<file path="config.mk">
export PLATFORM = sky130hd
export DESIGN_NAME = instruction_fetch_unit_flat
export DESIGN_NICKNAME = d
export VERILOG_FILES = /design/src/rtl/instruction_fetch_unit_if.sv /design/src/rtl/instruction_fetch_unit.sv /design/src/flat_wrapper.sv
export SDC_FILE = /design/constraint.sdc
export NUM_CORES = 1
export LEC_CHECK = 0
export CORE_UTILIZATION = 38
export DETAILED_ROUTE_END_ITERATION = 8
export GPL_ROUTABILITY_DRIVEN = 0
export SKIP_LAST_GASP = 1
export SYNTH_ARGS = -nofsm -noshare
export SYNTH_HDL_FRONTEND = slang
export SYNTH_SLANG_ARGS = --single-unit
export TNS_END_PERCENT = 5
</file>
<file path="constraint.sdc">
create_clock -name clk -period 14.5 [get_ports clk]
set_input_delay 3.625 -clock clk [delete_from_list [all_inputs] [get_ports clk]]
set_output_delay 3.625 -clock clk [all_outputs]
set_load 0.02 [all_outputs]
</file>
<file path="src/rtl/instruction_fetch_unit_if.sv">
// Fetch-stage bus: instruction-memory request/response, redirect input and decode handoff.
// The master side is the fetch unit; the slave side is the memory/decode environment.
interface instruction_fetch_unit_if;
  logic        imem_req_valid;
  logic        imem_req_ready;
  logic [63:0] imem_req_addr;
  logic        imem_resp_valid;
  logic [31:0] imem_resp_data;
  logic        redirect_valid;
  logic [63:0] redirect_pc;
  logic        id_ready;
  logic        id_valid;
  logic [31:0] id_instruction;
  logic [63:0] id_pc;

  modport master (
    output imem_req_valid, imem_req_addr, id_valid, id_instruction, id_pc,
    input  imem_req_ready, imem_resp_valid, imem_resp_data, redirect_valid, redirect_pc, id_ready
  );

  modport slave (
    input  imem_req_valid, imem_req_addr, id_valid, id_instruction, id_pc,
    output imem_req_ready, imem_resp_valid, imem_resp_data, redirect_valid, redirect_pc, id_ready
  );
endinterface

</file>
<file path="src/rtl/instruction_fetch_unit.sv">
// RV64 IF stage: in-order word fetch with credit-limited buffering of {pc, instr}
// and redirect flushing that drops responses still in flight.
module instruction_fetch_unit #(
  parameter logic [63:0] RESET_PC  = 64'h0,
  parameter int          BUF_DEPTH = 2
) (
  input  logic                   clk,
  input  logic                   reset,
  instruction_fetch_unit_if.master bus
);
  localparam int             PTR_W = (BUF_DEPTH > 1) ? $clog2(BUF_DEPTH) : 1;
  localparam int             CNT_W = $clog2(BUF_DEPTH + 1);
  localparam logic [CNT_W:0] DEPTH = (CNT_W + 1)'(BUF_DEPTH);
  localparam logic [31:0]    NOP   = 32'h0000_0013;

  typedef enum logic {RUN, DRAIN} state_t;
  state_t state_q, state_d;

  logic [63:0]      fetch_pc, resp_pc, redirect_base;
  logic [CNT_W-1:0] outstanding, outstanding_d, drop_cnt, drop_cnt_d, occupancy;
  logic [PTR_W-1:0] rd_ptr, wr_ptr;
  logic [63:0]      buf_pc    [BUF_DEPTH];
  logic [31:0]      buf_instr [BUF_DEPTH];
  logic             req_fire, resp_fire, push, pop, head_valid;

  function automatic logic [PTR_W-1:0] ptr_inc(input logic [PTR_W-1:0] p);
    if (p == PTR_W'(BUF_DEPTH - 1)) return '0;
    return p + PTR_W'(1);
  endfunction

  assign redirect_base = bus.redirect_pc & ~64'h3;

  // Credit: buffered plus in-flight words never exceed the buffer depth.
  assign bus.imem_req_valid = !reset && !bus.redirect_valid && (state_q == RUN) &&
                              (({1'b0, occupancy} + {1'b0, outstanding}) < DEPTH);
  assign bus.imem_req_addr  = fetch_pc;

  assign req_fire   = bus.imem_req_valid && bus.imem_req_ready;
  assign resp_fire  = bus.imem_resp_valid;
  assign head_valid = (occupancy != '0);
  assign push       = resp_fire && (state_q == RUN) && !bus.redirect_valid;
  assign pop        = head_valid && bus.id_ready && !bus.redirect_valid;

  always_comb begin
    outstanding_d = outstanding;
    drop_cnt_d    = drop_cnt;
    if (req_fire && !resp_fire)      outstanding_d = outstanding + CNT_W'(1);
    else if (!req_fire && resp_fire) outstanding_d = outstanding - CNT_W'(1);
    // A redirect turns everything still in flight (after this cycle's response) into drops.
    if (bus.redirect_valid)                   drop_cnt_d = outstanding_d;
    else if (resp_fire && state_q == DRAIN)   drop_cnt_d = drop_cnt - CNT_W'(1);
    state_d = (drop_cnt_d != '0) ? DRAIN : RUN;
  end

  always_ff @(posedge clk) begin
    if (reset) begin
      state_q     <= RUN;
      fetch_pc    <= RESET_PC;
      resp_pc     <= RESET_PC;
      outstanding <= '0;
      drop_cnt    <= '0;
      occupancy   <= '0;
      rd_ptr      <= '0;
      wr_ptr      <= '0;
    end else begin
      state_q     <= state_d;
      outstanding <= outstanding_d;
      drop_cnt    <= drop_cnt_d;
      if (bus.redirect_valid) begin
        fetch_pc  <= redirect_base;
        resp_pc   <= redirect_base;
        occupancy <= '0;
        rd_ptr    <= '0;
        wr_ptr    <= '0;
      end else begin
        if (req_fire) fetch_pc <= fetch_pc + 64'd4;
        if (push) begin
          resp_pc <= resp_pc + 64'd4;
          wr_ptr  <= ptr_inc(wr_ptr);
        end
        if (pop) rd_ptr <= ptr_inc(rd_ptr);
        if (push && !pop)      occupancy <= occupancy + CNT_W'(1);
        else if (!push && pop) occupancy <= occupancy - CNT_W'(1);
      end
    end
  end

  // Buffer payload carries no reset; occupancy alone decides what is valid.
  always_ff @(posedge clk) begin
    if (push) begin
      buf_pc[wr_ptr]    <= resp_pc;
      buf_instr[wr_ptr] <= bus.imem_resp_data;
    end
  end

  assign bus.id_valid       = head_valid;
  assign bus.id_instruction = head_valid ? buf_instr[rd_ptr] : NOP;
  assign bus.id_pc          = head_valid ? buf_pc[rd_ptr] : 64'h0;

  a_no_overflow: assert property (@(posedge clk) disable iff (reset)
    !(push && !pop && occupancy == CNT_W'(BUF_DEPTH)));
endmodule
</file>
<file path="src/flat_wrapper.sv">
// flat-port wrapper written by rule: the top's interface ports become plain ports
module instruction_fetch_unit_flat 
#(
  parameter logic [63:0] RESET_PC  = 64'h0,
  parameter int          BUF_DEPTH = 2
)
  (clk, reset, bus_imem_req_valid, bus_imem_req_addr, bus_id_valid, bus_id_instruction, bus_id_pc, bus_imem_req_ready, bus_imem_resp_valid, bus_imem_resp_data, bus_redirect_valid, bus_redirect_pc, bus_id_ready);
  instruction_fetch_unit_if bus_i ();
  input  logic clk;
  input  logic reset;
  output wire logic [$bits(bus_i.imem_req_valid)-1:0] bus_imem_req_valid;
  output wire logic [$bits(bus_i.imem_req_addr)-1:0] bus_imem_req_addr;
  output wire logic [$bits(bus_i.id_valid)-1:0] bus_id_valid;
  output wire logic [$bits(bus_i.id_instruction)-1:0] bus_id_instruction;
  output wire logic [$bits(bus_i.id_pc)-1:0] bus_id_pc;
  input wire logic [$bits(bus_i.imem_req_ready)-1:0] bus_imem_req_ready;
  input wire logic [$bits(bus_i.imem_resp_valid)-1:0] bus_imem_resp_valid;
  input wire logic [$bits(bus_i.imem_resp_data)-1:0] bus_imem_resp_data;
  input wire logic [$bits(bus_i.redirect_valid)-1:0] bus_redirect_valid;
  input wire logic [$bits(bus_i.redirect_pc)-1:0] bus_redirect_pc;
  input wire logic [$bits(bus_i.id_ready)-1:0] bus_id_ready;
  assign bus_imem_req_valid = bus_i.imem_req_valid;
  assign bus_imem_req_addr = bus_i.imem_req_addr;
  assign bus_id_valid = bus_i.id_valid;
  assign bus_id_instruction = bus_i.id_instruction;
  assign bus_id_pc = bus_i.id_pc;
  assign bus_i.imem_req_ready = bus_imem_req_ready;
  assign bus_i.imem_resp_valid = bus_imem_resp_valid;
  assign bus_i.imem_resp_data = bus_imem_resp_data;
  assign bus_i.redirect_valid = bus_redirect_valid;
  assign bus_i.redirect_pc = bus_redirect_pc;
  assign bus_i.id_ready = bus_id_ready;
  instruction_fetch_unit #(.RESET_PC(RESET_PC), .BUF_DEPTH(BUF_DEPTH)) u_core (.clk(clk), .reset(reset), .bus(bus_i));
endmodule
</file>
**Word-level counts from Yosys, hierarchy flattened**

Memories as Yosys holds them, arrays and structs flattened. A register that Yosys moved wholly into a read port is not among the register bits.
Cells that the tools add are included.

- Bits in registers: 137
- Memory bits (writable): 192
- Logic and storage cells: 80
- Memories: 2
- Output and inout bits: 162
- Input port bits: 102

- Multiplexer cells: 31
- Bitwise gates (word level): 1
- $add $sub $neg: 10
- Magnitude comparators: 1
- Reductions and logical operators: 25

Memory list:

| memory | words | bits a word | rd ports | clocked after memory_dff | wr ports | line | source |
|---|---|---|---|---|---|---|---|
| u_core.buf_pc | 2 | 64 | 1 | 1 | 1 | instruction_fetch_unit.sv:22 | `logic [63:0] buf_pc [BUF_DEPTH];` |
| u_core.buf_instr | 2 | 32 | 1 | 1 | 1 | instruction_fetch_unit.sv:23 | `logic [31:0] buf_instr [BUF_DEPTH];` |

Operator list:

| operator | number |
|---|---|
| 64-bit two-way mux | 5 |
| 64-bit by 3-bit adder with 64-bit output, second input constant | 2 |
| 32-bit two-way mux | 1 |
| 1-bit two-way mux | 19 |
| 1-bit logical AND | 13 |
| 2-bit two-way mux | 6 |
| 2-bit nonzero test | 5 |
| 1-bit logical NOT | 6 |
| 2-bit by 1-bit subtractor with 2-bit output, second input constant | 3 |
| 2-bit by 1-bit adder with 2-bit output, second input constant | 2 |
| 2-bit by 2-bit adder with 3-bit output | 1 |
| 3-bit by 2-bit < comparator with 1-bit output, second input constant | 1 |
| 1-bit adder, second input constant | 2 |
| 2-bit OR reduction | 1 |
| 1-bit inverter | 1 |

**Logic depth before layout (Yosys ltp)**

Gate-level depths: netlist of run 1.

- Depth after elaboration: 12
- Gate-level depth with buffers: 9
- Mapped depth without buffers: 7

**Worst setup path before layout of run 1**

OpenSTA, ideal clock, no wires.

- Kind: input-to-reg
- From: input bus_redirect_valid
- To: memory u_core.buf_instr[0][0], enable pin
- Data arrival time: 10.674 ns
- Path slack: 3.165 ns
- Path buffers: 3
- Data required time: 13.838 ns
- Library setup time: 0.662 ns
- Stages: 4
- Path through: clkbuf_1 > clkbuf_1 > buf_1 > nor3_1

- Word-level cells in the longest chain between the ends: 4

Ends and longest elaborated chain:

| element | line | source |
|---|---|---|
| start, declared | flat_wrapper.sv:19 | `input wire logic [$bits(bus_i.redirect_valid)-1:0] bus_redirect_valid;` |
| 1-bit logical NOT | instruction_fetch_unit.sv:41 | `assign push = resp_fire && (state_q == RUN) && !bus.redirect_valid;` |
| 1-bit logical AND | instruction_fetch_unit.sv:41 |  |
| 1-bit two-way mux | instruction_fetch_unit.sv:90 | `if (push) begin` |
| 1-bit two-way mux (not written as such) | instruction_fetch_unit.sv:92 | `buf_instr[wr_ptr] <= bus.imem_resp_data;` |
| end, declared | instruction_fetch_unit.sv:23 |  |

No other way between the ends.

**Worst setup path after layout of run 1**

- From: input reset
- To: output bus_imem_req_valid

- Word-level cells in the longest chain between the ends: 4

Ends and longest elaborated chain:

| element | line | source |
|---|---|---|
| start, declared | flat_wrapper.sv:10 | `input logic reset;` |
| 1-bit logical NOT | instruction_fetch_unit.sv:34 | `assign bus.imem_req_valid = !reset && !bus.redirect_valid && (state_q == RUN) &&` |
| 1-bit logical AND (3 in series) | instruction_fetch_unit.sv:34 |  |
| end, declared | flat_wrapper.sv:11 | `output wire logic [$bits(bus_i.imem_req_valid)-1:0] bus_imem_req_valid;` |

No other way between the ends.

==> impl_metrics.toml, run 1 <==
[status]
status = "finished clean"

[floorplanning]
fp.dieW_microns = 201.2
fp.dieH_microns = 201.2
rows = 72
pin_count = 264
start_util_pct = 38.74
core_sq_um = 38920
dieArea_sq_um = 40480

[synthesis]
synth_area_leaders = "edfxtp_1 37%, dfxtp_1 18%, mux2i_1 6.4%"
synth-async-reset-ratio_pct = 0
synth.most_common_cell = "edfxtp_1"
synth_seq_area_share_pct = 55.23
synth_top_area_cell = "edfxtp_1"
synth-main-ff-cell = "edfxtp_1"
syn_area_sq_um = 15080
syn_inst = 1410
synthDistinctLibCells = 69
ys_seq_elements = 322
yosysWarnings = 0
avgSynthCellArea_sq_um = 10.69
synthTopCellsByCount = "188 x edfxtp_1, 165 x nor2_1, 134 x dfxtp_1"
synth_top_area_share_pct = 37.44
synth_enable_flop_cells = 188

[worst_setup_path]
r2r_setup_slack_ns = 10.73
worstSetupPathType = "in -> out"
crit_path_start_kind = "input pin"
critPathLaunch = "reset"
ff2ff_path_depth = 7
cp_max_fo = 35
r2r_end = "u_core.bus.imem_req_addr[61]$_SDFFE_PP0P_"
r2r-start = "u_core.occupancy[0]$_SDFFE_PP0P_"
cp_data_arrival_time_ns = 5.63
endpoint = "bus_imem_req_valid"
worstSetupEndpointType = "primary output"
cp_data_required_time_ns = 10.88

[timing]
maxSlewViolCount = 0
worst_hold_slack_ns = 0.5088
finalSetupTns_ns = 0
rsz0062_at_grt = "no"
fin_skew_ns = 0.01771
finalCriticalPeriod_ns = 9.259
fin_ws_ns = 5.241
fin_crit_sh_pct = 63.85
setup_viol = 0
hold_violations = 0
max_freq_mhz = 108.0
worst_pin_slew_ns = 1.114
relSlewSlack_pct = 25.18

[finish]
post-route-util_pct = 49.51
nNetsFinal = 1746
fillers = 3598
synthToLayoutAreaGrowth_pct = 27.79
drive_gt1_share_pct = 5.999

[cts]
ctsHoldBuffers = 0
cts_inserted_buffers = 37
h-tree-depth = 2
numClockSinks = 322
clock_path_buffers = 3
cts-root-buf = "clkbuf_16"
cts_tree = "built"
clock_latency_ns = 0.53
post-cts-setup-buffers = 0
cts-resized-gates = 0
path_clk_slew_ns = 0.06

[global_route]
gr-total-overflow = 0
first_global_vias = 11623
grt_max_degree = 102
gr-usage-all-layers_pct = 21.70
antenna_found_initial = 2
grt_pass1_wl_microns = 68700

[drt]
vias_per_cell = 5.568
avgRoutedWirePerCell_microns = 20.42
final_antenna_net_count = 0
drc = 0
route.vias.total = 12171
drt_iter0_drc = 1027
routed_wl_microns = 44630
drtPass1Iterations = 5

[min_path]
min_from = "u_core.rd_ptr$_SDFFE_PP0P_"
hp-class = "reg -> reg"

[power]
p_leak_nw = 6.192
power_density_nw_per_um2 = 116.0
peakVddDrop_mv = 0.08069
total_power_mw = 2.234

[flow_run]
cap_violations = 0

[placed_design]
place_hpwl_microns = 31050
place_worst_setup_slack_ns = 5.306
io_buffers = 257
## routing by layer
metal,wire length (microns),GRT usage [%]
met5,13,0
met4,1408,7.711
met3,3233,4.033
met2,19240,32.17
met1,20740,31.52
## layout make-up
class                   instances  area [sq um]  area share [%]
repair buffers                271          2670           13.86
flip-flops and latches        322          8332           43.24
inverters                      46         172.7          0.8961
diodes                          1         2.502         0.01299
multi-input cells             962          6269           32.53
clock inverters                11         141.4          0.7338
well taps                     518         648.1           3.364
clock buffers                  55          1033           5.364
## through the flow
step / instance area [sq um] / cells
4_1_cts: 19270 / 2185
5_1_grt: 19270 / 2185
3_3_place_gp: 18090 / 2119
6_report: 19270 / 2186
3_5_place_dp: 18090 / 2119
2_1_floorplan: 15090 / 1413
## cell families after synthesis
group	count (synthesis)	share of synthesized area, %
AO/OA/AOI/OAI	236	11.03
XOR/XNOR	61	3.543
adder cells (fa/ha/maj)	4	0.3817
buffers and inverters	129	3.386
flip-flops	322	55.23
multiplexers	102	6.813
other	1	0.02487
AND/OR/NAND/NOR	555	19.59
## cells in the final DEF, fill, tap and decap left out, types with 14 or more instances in the layout
master | netlist | routed
o21ai_0 | 18 | 18
and4_1 | 19 | 19
nor2_1 | 165 | 164
xor2_1 | 26 | 26
clkbuf_16 | 0 | 37
a21oi_1 | 53 | 53
o21a_1 | 14 | 14
clkdlybuf4s50_1 | 0 | 255
inv_1 | 46 | 45
nand3_1 | 65 | 65
mux2i_1 | 97 | 97
clkbuf_1 | 61 | 14
o31a_1 | 32 | 32
and3_1 | 23 | 22
buf_4 | 4 | 15
xnor2_1 | 35 | 35
nand4_1 | 67 | 67
nand2_1 | 76 | 76
a21boi_0 | 35 | 35
nor3_1 | 33 | 32
nor4_1 | 31 | 31
edfxtp_1 | 188 | 188
a31oi_1 | 15 | 15
dfxtp_1 | 134 | 133
## worst min-delay path by stage
stage                                           to  cells after the start  slack, ns
global route        u_core.buf_pc[0][38]$_DFFE_PP_                      0       0.53
CTS                                      flip-flop                      2       0.51
detailed placement                       flip-flop                      2       0.50
global placement    u_core.buf_pc[1][38]$_DFFE_PP_                      0       0.48
finish                                   flip-flop                      2       0.51
floorplan            u_core.buf_pc[0][8]$_DFFE_PP_                      0       0.42
## critical path, cell delays in order
cell and delay [ns]:
buf_2 0.31, or2_2 0.56, nor4_1 0.41, clkdlybuf4s50_1 0.70
## power breakdown
part	switching [mW]	total, mW	leakage (nW)	internal, mW
clock	0.370	0.904	0.570	0.534
sequential	0.0548	1.07	2.85	1.02
combinational	0.142	0.259	2.78	0.116
## sequential cells by signal, summed over array words and instances (netlist names), named ones only
register                  flops
u_core.buf_pc               124
u_core.drop_cnt               2
u_core.resp_pc               62
u_core.buf_instr             64
u_core.state_q                1
u_core.bus.imem_req_addr     62
u_core.outstanding            2
u_core.wr_ptr                 1
u_core.rd_ptr                 1
u_core.occupancy              2
(Power assumes the default switching activity.)
==> run 2, diff against run 1 <==
==> constraint.sdc (replaced) <==
create_clock -name clk -period 8.2 [get_ports clk]
set_input_delay 2.05 -clock clk [delete_from_list [all_inputs] [get_ports clk]]
set_output_delay 2.05 -clock clk [all_outputs]
set_load 0.02 [all_outputs]
==> run 2 against run 1 <==
Against the previous run: die area unchanged; critical path depth unchanged; clock power up 71%; register-to-register slack worse by 6.3 ns; via count up 1.2%; largest power group unchanged; worst setup slack worse by 3.1 ns; flip-flop and latch count unchanged; power up 75%; clock skew about the same; final area about the same.
==> impl_metrics.toml, run 2 (same netlist as run 1, synthesis figures left out) <==
[global_route]
first_global_vias = 11781
grt_max_degree = 62
antenna_found_initial = 1
grt_pass1_wl_microns = 69670
gr-usage-all-layers_pct = 22.10
gr-total-overflow = 0

[min_path]
hp-class = "reg -> reg"
hold_end = "u_core.buf_pc[0][63]$_DFFE_PP_"
holdPathStages = 0
min_from = "u_core.resp_pc[63]$_SDFFE_PP0P_"

[drt]
drc = 0
drtPass1Iterations = 6
final_antenna_net_count = 0
top_layer_used = "met4"
dr_wl_met3_microns = 3502
drt_iter0_drc = 945
vias_per_cell = 5.619
routed_wl_microns = 45410
dr_wl_met2_microns = 19580
avgRoutedWirePerCell_microns = 20.73
route.vias.total = 12312
wl_met1_microns = 20960

[finish]
nNetsFinal = 1749
largest_reg_flops = 124
fillers = 3542
reg.largest.list = "u_core.buf_pc x124, u_core.buf_instr x64"
synthToLayoutAreaGrowth_pct = 27.73
top_register = "u_core.buf_pc"
final_common_cell = "clkdlybuf4s50_1"
post-route-util_pct = 49.49
final_cell_mix = "255 x clkdlybuf4s50_1, 188 x edfxtp_1, 164 x nor2_1"
drive_gt1_share_pct = 6.100

[floorplanning]
core_sq_um = 38920
dieArea_sq_um = 40480
start_util_pct = 38.74
fp.dieH_microns = 201.2
pin_count = 264
rows = 72
fp.dieW_microns = 201.2

[power]
peakVddDrop_mv = 0.1065
total_power_mw = 3.906
power_density_nw_per_um2 = 202.8
p_leak_nw = 6.197

[timing]
setup_viol = 0
finalCriticalPeriod_ns = 6.087
max_freq_mhz = 164.3
fin_skew_ns = 0.01794
relSlewSlack_pct = 29.84
rsz0062_at_grt = "no"
worst_pin_slew_ns = 1.044
finalSetupTns_ns = 0
maxSlewViolCount = 0
hold_violations = 0
fin_crit_sh_pct = 74.23

[cts]
cts-resized-gates = 0
cts_tree = "built"
post-cts-setup-buffers = 0
path_clk_slew_ns = 0.06
clock_latency_ns = 0.53
cts_inserted_buffers = 37
ctsHoldBuffers = 0
numClockSinks = 322
h-tree-depth = 2
clock_path_buffers = 3
cts-root-buf = "clkbuf_16"

[worst_setup_path]
cp_data_required_time_ns = 6.15
cp_max_fo = 55
r2r_setup_slack_ns = 4.43
worstSetupPathType = "in -> out"
worstSetupEndpointType = "primary output"
cp_data_arrival_time_ns = 4.04
r2r-start = "u_core.outstanding[0]$_SDFF_PP0_"
crit_path_start_kind = "input pin"
ff2ff_path_depth = 7
r2r_end = "u_core.bus.imem_req_addr[61]$_SDFFE_PP0P_"

[placed_design]
io_buffers = 257
place_hpwl_microns = 31790

[status]
status = "finished clean"

[flow_run]
cap_violations = 0
-- run 2: cell count changes in the layout (fill, tap and decap cells not counted), sizes merged --
cell / change
clkinv: +6
bufinv: -2
buf: +3
inv: -2
-- run 2: worst max path at each step --
stage | start | end | cells past startpoint
2_1_floorplan | bus_redirect_valid | u_core.buf_instr[0][0]$_DFFE_PP_ | 4
3_3_place_gp | bus_redirect_valid | bus_imem_req_valid | 4
3_5_place_dp | bus_redirect_valid | bus_imem_req_valid | 4
4_1_cts | bus_redirect_valid | bus_imem_req_valid | 4
5_1_grt | bus_redirect_valid | bus_imem_req_valid | 4
6_report | bus_redirect_valid | bus_imem_req_valid | 4
-- run 2: critical path: stages --
cell and delay [ns]:
buf_4 0.30, or2_2 0.53, nor4_1 0.44, clkdlybuf4s50_1 0.70
-- run 2: area by class of cell --
type                            instances  area, sq um  area share, %
Antenna cell                            1        2.502        0.01299
Inverter                               46        172.7         0.8965
Timing Repair Buffer                  274         2693          13.98
Sequential cell                       322         8332          43.26
Clock inverter                         13        61.31         0.3183
Clock buffer                           55         1076          5.587
Multi-Input combinational cell        962         6275          32.58
Tap cell                              518        648.1          3.365
-- run 2: per-layer routing --
| metal | global-route usage, % | vias up |
|---|---|---|
| li1 | - | 5769 |
| met1 | 31.82 | 5916 |
| met5 | 0 | - |
| met3 | 3.920 | 89 |
| met4 | 7.955 | 0 |
| met2 | 33.16 | 538 |
-- run 2: power by group --
| part | switching (mW) | internal [mW] |
|---|---|---|
| Combinational | 0.252 | 0.206 |
| Clock | 0.643 | 0.908 |
| Sequential | 0.0985 | 1.80 |
| Total | 0.993 | 2.91 |
-- run 2: per-stage QoR --
stage,instance area [sq um],instances,hold WS (ns),worst slack (ns)
2_1_floorplan,15090,1413,0.4237,1.389
3_3_place_gp,18120,2122,0.4843,2.158
3_5_place_dp,18120,2122,0.4954,2.164
4_1_cts,19260,2190,0.5014,2.143
5_1_grt,19260,2191,0.5256,2.099
6_report,19260,2191,0.5067,2.113
